[config.mk]
export PLATFORM = sky130hd
export DESIGN_NAME = us_timer_flat
export DESIGN_NICKNAME = d
export VERILOG_FILES = /design/src/rtl/us_timer_pkg.sv /design/src/rtl/us_timer_if.sv /design/src/rtl/us_timer_pluse_gap_mon.sv /design/src/rtl/us_timer.sv /design/src/flat_wrapper.sv
export SDC_FILE = /design/constraint.sdc
export NUM_CORES = 1
export LEC_CHECK = 0
export CAP_MARGIN = 30
export CORE_UTILIZATION = 35
export CTS_CLUSTER_SIZE = 8
export DETAILED_ROUTE_END_ITERATION = 10
export PLACE_DENSITY = 0.66
export SLEW_MARGIN = 20
export SYNTH_ARGS = -nofsm -noshare
export SYNTH_HDL_FRONTEND = slang
export SYNTH_SLANG_ARGS = --single-unit
[constraint.sdc]
create_clock -name clk_sys -period 2.5 [get_ports clk_sys]
set_clock_uncertainty 0.15 [all_clocks]
set_input_delay 0.5 -clock clk_sys [delete_from_list [all_inputs] [get_ports clk_sys]]
set_output_delay 0.5 -clock clk_sys [all_outputs]
set_load 0.02 [all_outputs]
[src/rtl/us_timer_pkg.sv]
// Shared types and constants for the microsecond timer and its strobe-cadence monitor.
package us_timer_pkg;

  typedef enum logic {
    ST_IDLE = 1'b0,
    ST_RUN  = 1'b1
  } state_e;

  localparam logic MODE_ONESHOT  = 1'b0;
  localparam logic MODE_PERIODIC = 1'b1;

  localparam int CNT_W_DEF      = 24;
  localparam int TS_W_DEF       = 32;
  localparam int CLK_PER_US_DEF = 100;
  localparam int GAP_TOL_DEF    = 4;

endpackage

[src/rtl/us_timer_if.sv]
// Timer control/status bundle: the client side drives strobe and requests, the timer answers with status.
// Handshake: start/stop/err_clr/pluse_us are single-cycle requests, acted on at the clock edge that samples them; no ready.
interface us_timer_if
  import us_timer_pkg::*;
#(
    parameter int CNT_W = CNT_W_DEF,
    parameter int TS_W  = TS_W_DEF
);
    logic             pluse_us;
    logic [CNT_W-1:0] cfg_period;
    logic             cfg_mode;
    logic             start;
    logic             stop;
    logic             err_clr;
    logic             busy;
    logic             done;
    logic [CNT_W-1:0] remain;
    logic [TS_W-1:0]  timestamp;
    logic             tick_err;
    state_e           state_dbg;

    modport master (
        output pluse_us, cfg_period, cfg_mode, start, stop, err_clr,
        input  busy, done, remain, timestamp, tick_err, state_dbg
    );

    modport slave (
        input  pluse_us, cfg_period, cfg_mode, start, stop, err_clr,
        output busy, done, remain, timestamp, tick_err, state_dbg
    );
endinterface

[src/rtl/us_timer_pluse_gap_mon.sv]
// Strobe cadence monitor: counts clk_sys cycles between pluse_us strobes and raises a sticky
// tick_err when a strobe arrives too early or fails to arrive in time.
module pluse_gap_mon #(
    parameter int CLK_PER_US = 100,
    parameter int GAP_TOL    = 4
) (
    input  logic clk_sys,
    input  logic rst_n,
    input  logic pluse_us,
    input  logic err_clr,
    output logic tick_err
);
    localparam int GAP_W = $clog2(CLK_PER_US + GAP_TOL + 2);
    localparam logic [GAP_W-1:0] GAP_SAT   = GAP_W'(CLK_PER_US + GAP_TOL + 1);
    localparam logic [GAP_W-1:0] GAP_LATE  = GAP_W'(CLK_PER_US + GAP_TOL);
    localparam logic [GAP_W-1:0] GAP_EARLY = GAP_W'(CLK_PER_US - GAP_TOL);

    logic [GAP_W-1:0] gap_q, gap_d;
    logic             first_q, first_d;
    logic             err_q, err_d;
    logic             late, early;

    always_comb begin
        gap_d   = gap_q;
        first_d = first_q;
        // gap_q at a strobe equals the spacing from the previous strobe
        late    = (gap_q > GAP_LATE);
        early   = pluse_us && !first_q && (gap_q < GAP_EARLY);
        if (pluse_us) begin
            gap_d   = GAP_W'(1);
            first_d = 1'b0;
        end else if (gap_q < GAP_SAT) begin
            gap_d = gap_q + GAP_W'(1);
        end
        err_d = err_q;
        if (late || early) err_d = 1'b1;
        else if (err_clr)  err_d = 1'b0;
    end

    always_ff @(posedge clk_sys or negedge rst_n) begin
        if (!rst_n) begin
            gap_q   <= '0;
            first_q <= 1'b1;
            err_q   <= 1'b0;
        end else begin
            gap_q   <= gap_d;
            first_q <= first_d;
            err_q   <= err_d;
        end
    end

    assign tick_err = err_q;
endmodule

[src/rtl/us_timer.sv]
// Microsecond timebase consumer: free-running us timestamp plus a one-shot/periodic us timer,
// with strobe cadence checking delegated to pluse_gap_mon.
module us_timer
  import us_timer_pkg::*;
#(
    parameter int CNT_W      = CNT_W_DEF,
    parameter int TS_W       = TS_W_DEF,
    parameter int CLK_PER_US = CLK_PER_US_DEF,
    parameter int GAP_TOL    = GAP_TOL_DEF
) (
    input logic        clk_sys,
    input logic        rst_n,
    us_timer_if.slave  bus
);
    state_e           state_q, state_d;
    logic [CNT_W-1:0] remain_q, remain_d;
    logic [CNT_W-1:0] period_q, period_d;
    logic             mode_q, mode_d;
    logic             done_q, done_d;
    logic [TS_W-1:0]  ts_q, ts_d;

    always_comb begin
        ts_d = ts_q;
        if (bus.pluse_us) ts_d = ts_q + TS_W'(1);
    end

    // Priority: stop, then a valid start (which swallows a coincident strobe), then decrement
    always_comb begin
        state_d  = state_q;
        remain_d = remain_q;
        period_d = period_q;
        mode_d   = mode_q;
        done_d   = 1'b0;
        if (bus.stop) begin
            state_d  = ST_IDLE;
            remain_d = '0;
        end else if (bus.start && (bus.cfg_period != '0)) begin
            state_d  = ST_RUN;
            remain_d = bus.cfg_period;
            period_d = bus.cfg_period;
            mode_d   = bus.cfg_mode;
        end else if ((state_q == ST_RUN) && bus.pluse_us) begin
            if (remain_q == CNT_W'(1)) begin
                done_d = 1'b1;
                if (mode_q == MODE_PERIODIC) begin
                    remain_d = period_q;
                end else begin
                    state_d  = ST_IDLE;
                    remain_d = '0;
                end
            end else begin
                remain_d = remain_q - CNT_W'(1);
            end
        end
    end

    always_ff @(posedge clk_sys or negedge rst_n) begin
        if (!rst_n) begin
            state_q  <= ST_IDLE;
            remain_q <= '0;
            period_q <= '0;
            mode_q   <= MODE_ONESHOT;
            done_q   <= 1'b0;
            ts_q     <= '0;
        end else begin
            state_q  <= state_d;
            remain_q <= remain_d;
            period_q <= period_d;
            mode_q   <= mode_d;
            done_q   <= done_d;
            ts_q     <= ts_d;
        end
    end

    pluse_gap_mon #(
        .CLK_PER_US (CLK_PER_US),
        .GAP_TOL    (GAP_TOL)
    ) u_gap_mon (
        .clk_sys  (clk_sys),
        .rst_n    (rst_n),
        .pluse_us (bus.pluse_us),
        .err_clr  (bus.err_clr),
        .tick_err (bus.tick_err)
    );

    assign bus.busy      = (state_q == ST_RUN);
    assign bus.done      = done_q;
    assign bus.remain    = remain_q;
    assign bus.timestamp = ts_q;
    assign bus.state_dbg = state_q;
endmodule

[src/flat_wrapper.sv]
// flat-port wrapper written by rule: the top's interface ports become plain ports
module us_timer_flat import us_timer_pkg::*;
#(
    parameter int CNT_W      = CNT_W_DEF,
    parameter int TS_W       = TS_W_DEF,
    parameter int CLK_PER_US = CLK_PER_US_DEF,
    parameter int GAP_TOL    = GAP_TOL_DEF
)
  (clk_sys, rst_n, bus_pluse_us, bus_cfg_period, bus_cfg_mode, bus_start, bus_stop, bus_err_clr, bus_busy, bus_done, bus_remain, bus_timestamp, bus_tick_err, bus_state_dbg);
  us_timer_if #(.CNT_W(CNT_W), .TS_W(TS_W)) bus_i ();
  input logic clk_sys;
  input logic rst_n;
  input wire logic [$bits(bus_i.pluse_us)-1:0] bus_pluse_us;
  input wire logic [$bits(bus_i.cfg_period)-1:0] bus_cfg_period;
  input wire logic [$bits(bus_i.cfg_mode)-1:0] bus_cfg_mode;
  input wire logic [$bits(bus_i.start)-1:0] bus_start;
  input wire logic [$bits(bus_i.stop)-1:0] bus_stop;
  input wire logic [$bits(bus_i.err_clr)-1:0] bus_err_clr;
  output wire logic [$bits(bus_i.busy)-1:0] bus_busy;
  output wire logic [$bits(bus_i.done)-1:0] bus_done;
  output wire logic [$bits(bus_i.remain)-1:0] bus_remain;
  output wire logic [$bits(bus_i.timestamp)-1:0] bus_timestamp;
  output wire logic [$bits(bus_i.tick_err)-1:0] bus_tick_err;
  output wire logic [$bits(bus_i.state_dbg)-1:0] bus_state_dbg;
  assign bus_i.pluse_us = bus_pluse_us;
  assign bus_i.cfg_period = bus_cfg_period;
  assign bus_i.cfg_mode = bus_cfg_mode;
  assign bus_i.start = bus_start;
  assign bus_i.stop = bus_stop;
  assign bus_i.err_clr = bus_err_clr;
  assign bus_busy = bus_i.busy;
  assign bus_done = bus_i.done;
  assign bus_remain = bus_i.remain;
  assign bus_timestamp = bus_i.timestamp;
  assign bus_tick_err = bus_i.tick_err;
  assign bus_state_dbg = bus_i.state_dbg;
  us_timer #(.CNT_W(CNT_W), .TS_W(TS_W), .CLK_PER_US(CLK_PER_US), .GAP_TOL(GAP_TOL)) u_core (.clk_sys(clk_sys), .rst_n(rst_n), .bus(bus_i));
endmodule
==> impl_metrics.csv, run 1 <==
group,metric,value,unit
outcome,outcome,"finished, final reports clean",
sta,timing.final.max_slew_violations,0,
clock_network,cts-root-buf,"clkbuf_16",
pwr,p_comb_share,23.5,%
setup_path,cpPeakStageDelay,0.60,ns
pwr,power_density,652.0,mW/mm2
global_route,track_usage,18.80,%
place,port_buffers,90,
final_layout,utilization,48.87,%
sta,worstMarginPinSlew,0.9270,ns
yosys,async_flop_share,100.0,%
setup_path,cp_num_cells,7,
drt,ant_nets,0,
clock_network,clk-insertion-delay-late,0.34,ns
setup_path,slowest_stage,"or4_4",
sta,timing.setup.tns,0,ns
global_route,grt_pass1_vias,4231,
setup_path,start_kind,"register",
floorplanning,die_w,118.0,um
sta,post-route-period-util,94.76,%
yosys,ys.flop_type,"dfrtp_1",
sta,max_freq,422.1,MHz
yosys,ys_seq_area_share,48.94,%
setup_path,endpoint_kind,"register",
worst_hold_path,holdCritStartpoint,"u_core.bus.timestamp[31]",
drt,drt_first_pass_iters,5,
setup_path,reg2reg_setup_slack,0.13,ns
sta,max_slew_margin,38.20,%
yosys,synthesis.area,0.004707,mm2
floorplanning,io_pins,91,
yosys,syn_area_per_cell,9.140,um2
sta,finalCriticalPeriod,2.369,ns
yosys,synth_warnings,0,
final_layout,finalNonFillerCells,827,
drt,drc,0,
yosys,synth_cell_types,45,
final_layout,drive_above_1_share,12.90,%
floorplanning,core,0.01319,mm2
pwr,p_switching,1293,uW
place,dp.cells,809,
yosys,synth-seq-cells,92,
clock_network,htreeDepth,3,
place,hpwlAfterDp,8944,um
final_layout,nFillCells,1257,
yosys,synth_edf_count,0,
pwr,power_frac_clock,32.9,%
clock_network,clk_pin_slew,0.07,ns
pwr,design_power_total,4203,uW
pwr,swShare,30.75,%
setup_path,cp-startpoint,"u_core.bus.remain[14]",
final_layout,layout_common_cells,"nand2_1, dfrtp_1, clkdlybuf4s50_1",
global_route,grt-ovfl-total,0,
yosys,syn_inst,515,
drt,wirelength,12490,um
final_layout,syn_to_final_growth,36.95,%
setup_path,worstReg2RegStart,"u_core.bus.remain[14]",
sta,finalHoldViolCount,0,
setup_path,cpMostUsedCell,"and3_1",
place,place.gp.congestion,0.8098,
clock_network,clkSinkCount,92,
floorplanning,rows,42,
sta,whs,0.3205,ns
setup_path,r2r_end,"u_core.bus.remain[0]",
setup_path,cp.arrival,2.48,ns
sta,setup_violations,0,
final_layout,final_common_cell,"nand2_1",
setup_path,endpoint,"u_core.bus.remain[0]",
floorplanning,start_util,35.69,%
drt,wl_per_cell,15.11,um
yosys,syn_nets,551,
setup_path,cp_max_fo,22,
setup_path,worstPathRequired,2.61,ns
pwr,p_leak,0.002826,uW
setup_path,critPathKind,"register to register",
clock_network,clock_path_buffers,2,
worst_hold_path,min_path_type,"register to register",
drt,drt_iter0_markers,217,
clock_network,cts_tree,"done",
final_layout,nets,682,
floorplanning,fp.dieArea,0.01392,mm2
clock_network,cts_buffers,9,
global_route,grt_max_degree,49,
pwr,power_frac_seq,43.6,%
sta,rsz0062_at_grt,"no",
pwr,ir_drop,0.4059,mV
final_layout,antenna_cells,0,
setup_path,crit_family,"simple AND/OR/NAND/NOR gates",
global_route,antenna_found_initial,0,
pwr,internal_power,2911,uW
flow_run,cap_violations,0,
drt,vias_per_cell,5.145,
setup_path,rr_worst_depth,7,
setup_path,path_buf_inv,1,
global_route,grt_pass1_wl,20930,um
setup_path,crit_chain,"or4_4 -> nor4_2 -> and3_1 -> buf_4 -> and3_1 -> o21ai_0 -> a31oi_1",
floorplanning,dieHeight,118.0,um
drt,vias,4255,
-- routing by layer --
metal / global-route usage, % / wire, um
met5: 0 / 0
met2: 30.11 / 5868
met3: 3.295 / 629
met1: 25.77 / 5836
met4: 5.929 / 160
-- synthesized netlist by cell type, types with 2 or more instances --
| master | number | area, um2 |
|---|---|---|
| inv_1 | 8 | 30.03 |
| nor3_1 | 7 | 35.03 |
| o21ai_1 | 3 | 15.01 |
| a21oi_1 | 4 | 20.02 |
| nor2_1 | 59 | 221.5 |
| nand3b_1 | 3 | 22.52 |
| nor4_1 | 11 | 68.82 |
| or3_1 | 3 | 18.77 |
| ha_1 | 5 | 62.56 |
| xnor2_1 | 41 | 359.1 |
| nand3_1 | 13 | 65.06 |
| clkbuf_1 | 18 | 67.56 |
| buf_2 | 4 | 20.02 |
| dfrtp_1 | 91 | 2277 |
| o31ai_1 | 2 | 15.01 |
| or4_1 | 4 | 30.03 |
| mux2_2 | 2 | 22.52 |
| and4_1 | 4 | 35.03 |
| or2_2 | 2 | 12.51 |
| xor2_1 | 15 | 131.4 |
| o21ai_0 | 34 | 170.2 |
| a31oi_1 | 25 | 156.4 |
| o211ai_1 | 12 | 90.09 |
| nand4_1 | 17 | 106.4 |
| nand2_1 | 92 | 345.3 |
| and3_1 | 16 | 100.1 |
| nand2b_1 | 2 | 12.51 |
-- state kept, by name, summed over array words and instances, names as in the netlist --
signal and cells:
u_core.u_gap_mon.tick_err 1, u_core.bus.done 1, u_core.bus.timestamp 32, u_core.u_gap_mon.gap_q 7, u_core.u_gap_mon.first_q 1, u_core.mode_q 1, u_core.period_q 24, u_core.bus.remain 24
u_core.bus.busy 1
-- through the flow --
| stage | area (um2) | setup slack [ns] |
|---|---|---|
| floorplan | 4707 | 0.1052 |
| global placement | 6118 | -0.1273 |
| detailed placement | 6118 | -0.1683 |
| CTS | 6427 | 0.03180 |
| global route | 6446 | 0.02783 |
| finish | 6446 | 0.1310 |
-- layout make-up --
type / instances / area [um2] / share of cell area, %
inverter: 8 / 30.03 / 0.4658
clock inverter: 7 / 73.82 / 1.145
clock buffer: 9 / 225.2 / 3.494
timing repair buffer: 147 / 1354 / 21.00
sequential: 92 / 2303 / 35.73
multi-input combinational: 388 / 2240 / 34.74
tap: 176 / 220.2 / 3.416
-- power groups by stage --
stage	Sequential [uW]	Clock, uW	Combinational, uW
floorplan	1950	0	386
global placement	1850	0	971
detailed placement	1860	0	986
CTS	1830	1400	992
global route	1860	1460	1080
finish	1830	1380	987
-- cell families after synthesis --
| kind of cell | synth area share [%] |
|---|---|
| AO/OA/AOI/OAI | 10.77 |
| XOR/XNOR | 10.42 |
| adder cells (fa/ha/maj) | 1.329 |
| buffers and inverters | 3.721 |
| flip-flops | 48.94 |
| multiplexers | 0.4784 |
| AND/OR/NAND/NOR | 24.35 |
-- worst min-delay path by stage --
stage          depth (start not counted)                  endpoint
2_1_floorplan                          0           u_core.bus.busy
5_1_grt                                1  u_core.bus.timestamp[31]
3_3_place_gp                           1  u_core.bus.timestamp[31]
6_report                               1  u_core.bus.timestamp[31]
4_1_cts                                1  u_core.bus.timestamp[31]
3_5_place_dp                           1  u_core.bus.timestamp[31]
-- what timing repair did --
| item | in CTS | in global routing |
|---|---|---|
| gates resized for setup | 0 | 3 |
| setup endpoints to repair | 0 | 16 |
| buffers inserted | 0 | 1 |
| hold endpoints to repair | 10 | 0 |
| hold buffers | 1 | 0 |
No activity file was read; power rests on OpenSTA's default activity.
==> run 2: changes to the inputs <==
GPL_TIMING_DRIVEN = 1   (was default)
==> results of run 2 <==
Final layout, timing and power as in run 1 (identical DEF).
==> run 3: changes to the inputs <==
PLACE_DENSITY = 0.65   (was 0.66)
SYNTH_HIERARCHICAL = 1   (was default)
==> impl_metrics.csv, run 3 <==
group,metric,value,unit
outcome,outcome,"complete, but fails checks",
outcome,violations,"negative hold slack",
clock_network,htreeDepth,3,
drt,drt_first_pass_iters,4,
drt,vias_per_cell,5.292,
floorplanning,io_pins,91,
drt,drc,0,
setup_path,crit_chain,"clkdlybuf4s50_1 -> nor4_2 -> buf_4 -> nand4_1 -> buf_4 -> o31ai_4 -> buf_4 -> buf_6 -> o221ai_1 -> a21oi_1",
yosys,syn_area_per_cell,9.221,um2
final_layout,drive_above_1_share,17.51,%
global_route,grt_pass1_vias,4614,
drt,ant_nets,0,
setup_path,cp.arrival,2.57,ns
yosys,synthTopCellsByArea,"dfrtp_1, nand2_1, xnor2_1, a31oi_1, xor2_1",
place,dp.cells,848,
sta,finalHoldViolCount,5,
floorplanning,start_util,36.53,%
final_layout,largest_register_ffs,32,
final_layout,layout_common_cells,"nand2_1, dfrtp_1, clkdlybuf4s50_1",
global_route,grt-ovfl-total,0,
setup_path,endpoint_kind,"register",
setup_path,cpPeakStageDelay,0.44,ns
floorplanning,core,0.01345,mm2
setup_path,cpMostUsedCell,"buf_4",
global_route,grt_max_degree,44,
clock_network,clkSinkCount,92,
clock_network,clk_pin_slew,0.06,ns
yosys,syn_inst,533,
yosys,synth.most_common_cell,"nand2_1",
final_layout,antenna_cells,0,
yosys,synth-seq-cells,92,
pwr,p_leak,0.003028,uW
setup_path,crit_family,"buffers and inverters",
global_route,track_usage,20.64,%
sta,rsz0062_at_grt,"yes",
final_layout,syn_to_final_growth,38.82,%
final_layout,nets,722,
sta,timing.setup.tns,0,ns
floorplanning,fp.dieArea,0.01452,mm2
clock_network,clock_path_buffers,2,
sta,worstMarginPinSlew,0.6347,ns
drt,vias,4588,
sta,finalCriticalPeriod,2.444,ns
global_route,grt_pass1_wl,23250,um
setup_path,start_kind,"input port",
floorplanning,die_w,120.5,um
sta,timing.final.max_slew_violations,0,
final_layout,final_common_cell,"nand2_1",
place,port_buffers,90,
drt,wirelength,14170,um
worst_hold_path,min_path_type,"input port to asynchronous set/reset pin",
pwr,power_density,598.5,mW/mm2
yosys,async_flop_share,100.0,%
final_layout,post-route-cell-area,0.006823,mm2
setup_path,critPathKind,"input port to register",
final_layout,finalNonFillerCells,867,
clock_network,cts_buffers,9,
final_layout,regArea,0.002303,mm2
setup_path,worstPathRequired,2.63,ns
setup_path,path_buf_inv,5,
sta,whs,-0.005660,ns
sta,max_slew_margin,57.69,%
clock_network,clk-insertion-delay-late,0.35,ns
yosys,yosysTopAreaCell,"dfrtp_1",
drt,drt_iter0_markers,326,
yosys,synth_edf_count,0,
yosys,ys_seq_area_share,46.87,%
flow_run,cap_violations,0,
sta,post-route-period-util,97.75,%
yosys,synth_top_area_share,46.33,%
floorplanning,dieHeight,120.5,um
pwr,ir_drop,0.3744,mV
setup_path,slowest_stage,"clkdlybuf4s50_1",
setup_path,cp_max_fo,8,
drt,wl_per_cell,16.34,um
floorplanning,rows,42,
sta,setup_violations,0,
pwr,design_power_total,4083,uW
place,place.gp.congestion,0.8779,
clock_network,cts-root-buf,"clkbuf_16",
yosys,synthTopCellsByCount,"nand2_1, dfrtp_1, nor2_1, xnor2_1, a31oi_1",
final_layout,nFillCells,1298,
place,dpl_cell_area,0.006501,mm2
sta,max_freq,409.2,MHz
clock_network,postCtsHoldBufs,0,
yosys,synthesis.area,0.004915,mm2
yosys,syn_nets,569,
final_layout,multi_input_area,0.002476,mm2
place,hpwlAfterDp,10320,um
yosys,synth_cell_types,55,
yosys,ys.flop_type,"dfrtp_1",
yosys,synth_warnings,6,
clock_network,cts_tree,"done",
global_route,antenna_found_initial,0,
[run 3: worst reg2reg max path, cell delays in order, from the launching register on]
cell	delay, ns
dfrtp_1	0.38
inv_1	0.09
ha_1	0.21
buf_4	0.14
nor4b_2	0.27
nand2_1	0.14
nor4_1	0.28
xnor2_1	0.17
nor3_1	0.07
o32a_1	0.35
[run 3: area by class of cell]
cell class              instances  share of cell area [%]
well taps                     176                   3.228
clock inverters                 5                  0.5318
clock buffers                  11                   3.411
multi-input cells             405                   36.29
inverters                       9                  0.4951
repair buffers                169                   22.28
flip-flops and latches         92                   33.76
[run 3: worst paths after layout]
| kind | slack, ns | end | depth (start not counted) | startpoint |
|---|---|---|---|---|
| worst min-delay path | -0.006 | u_core/period_q[11] | 1 | rst_n |
| worst max register to register | 0.13 | u_core/bus.remain[22] | 9 | u_core/bus.remain[1] |
| max in group asynchronous | 1.60 | u_core/bus.timestamp[21] | 2 | rst_n |
| worst max-delay path | 0.06 | u_core/bus.remain[16] | 10 | bus_cfg_period[23] |
| worst min register to register | 0.33 | u_core/period_q[15] | 2 | u_core/period_q[15] |
| min in group clk_sys | 0.33 | u_core/period_q[15] | 2 | u_core/period_q[15] |
[run 3: timing repair]
| item | in CTS | in global routing |
|---|---|---|
| buffers inserted | 0 | 2 |
| endpoints found under the hold margin | 0 | 0 |
| cloned | 0 | 1 |
| setup endpoints to repair | 9 | 11 |
| gates resized for setup | 2 | 5 |
| pin swaps | 0 | 2 |
[run 3: logic make-up (layout without fill, tap and decap cells)]
logic type	Yosys count	in the layout	share of synthesized area, %
AOI/OAI and AO/OA	96	96	13.26
xor gates and xnor gates	50	50	8.910
adders and majority gates	5	5	1.273
buffers and inverters	37	194	3.488
DFF	92	92	46.87
muxes	5	5	1.222
and+or+nand+nor	248	249	24.97
[run 3: routing by layer]
metal	part of all wire, %	GRT usage [%]	vias up
met5	0	0	-
met3	5.3	3.160	32
met1	45	27.76	2233
met2	46	31.90	137
li1	-	-	2186
met4	3.3	11.19	0
[run 3: power by group]
group          total, uW  leakage, uW  switching [uW]  internal, uW
Sequential          1800      0.00119             168          1630
Clock               1260     0.000122             588           676
Combinational       1020      0.00172             527           490
[run 3: metrics by stage]
| stage | hold WS, ns | util (%) | setup WS (ns) |
|---|---|---|---|
| after floorplan | 0.05441 | - | 0.1863 |
| after global placement | 0.3076 | 48.33 | -0.2530 |
| after detailed placement | 0.3109 | 48.33 | -0.3773 |
| after CTS | 0.01561 | 50.37 | 0.04446 |
| after global routing | 0.03844 | 50.72 | -0.04051 |
| final | -0.005660 | 50.72 | 0.05615 |
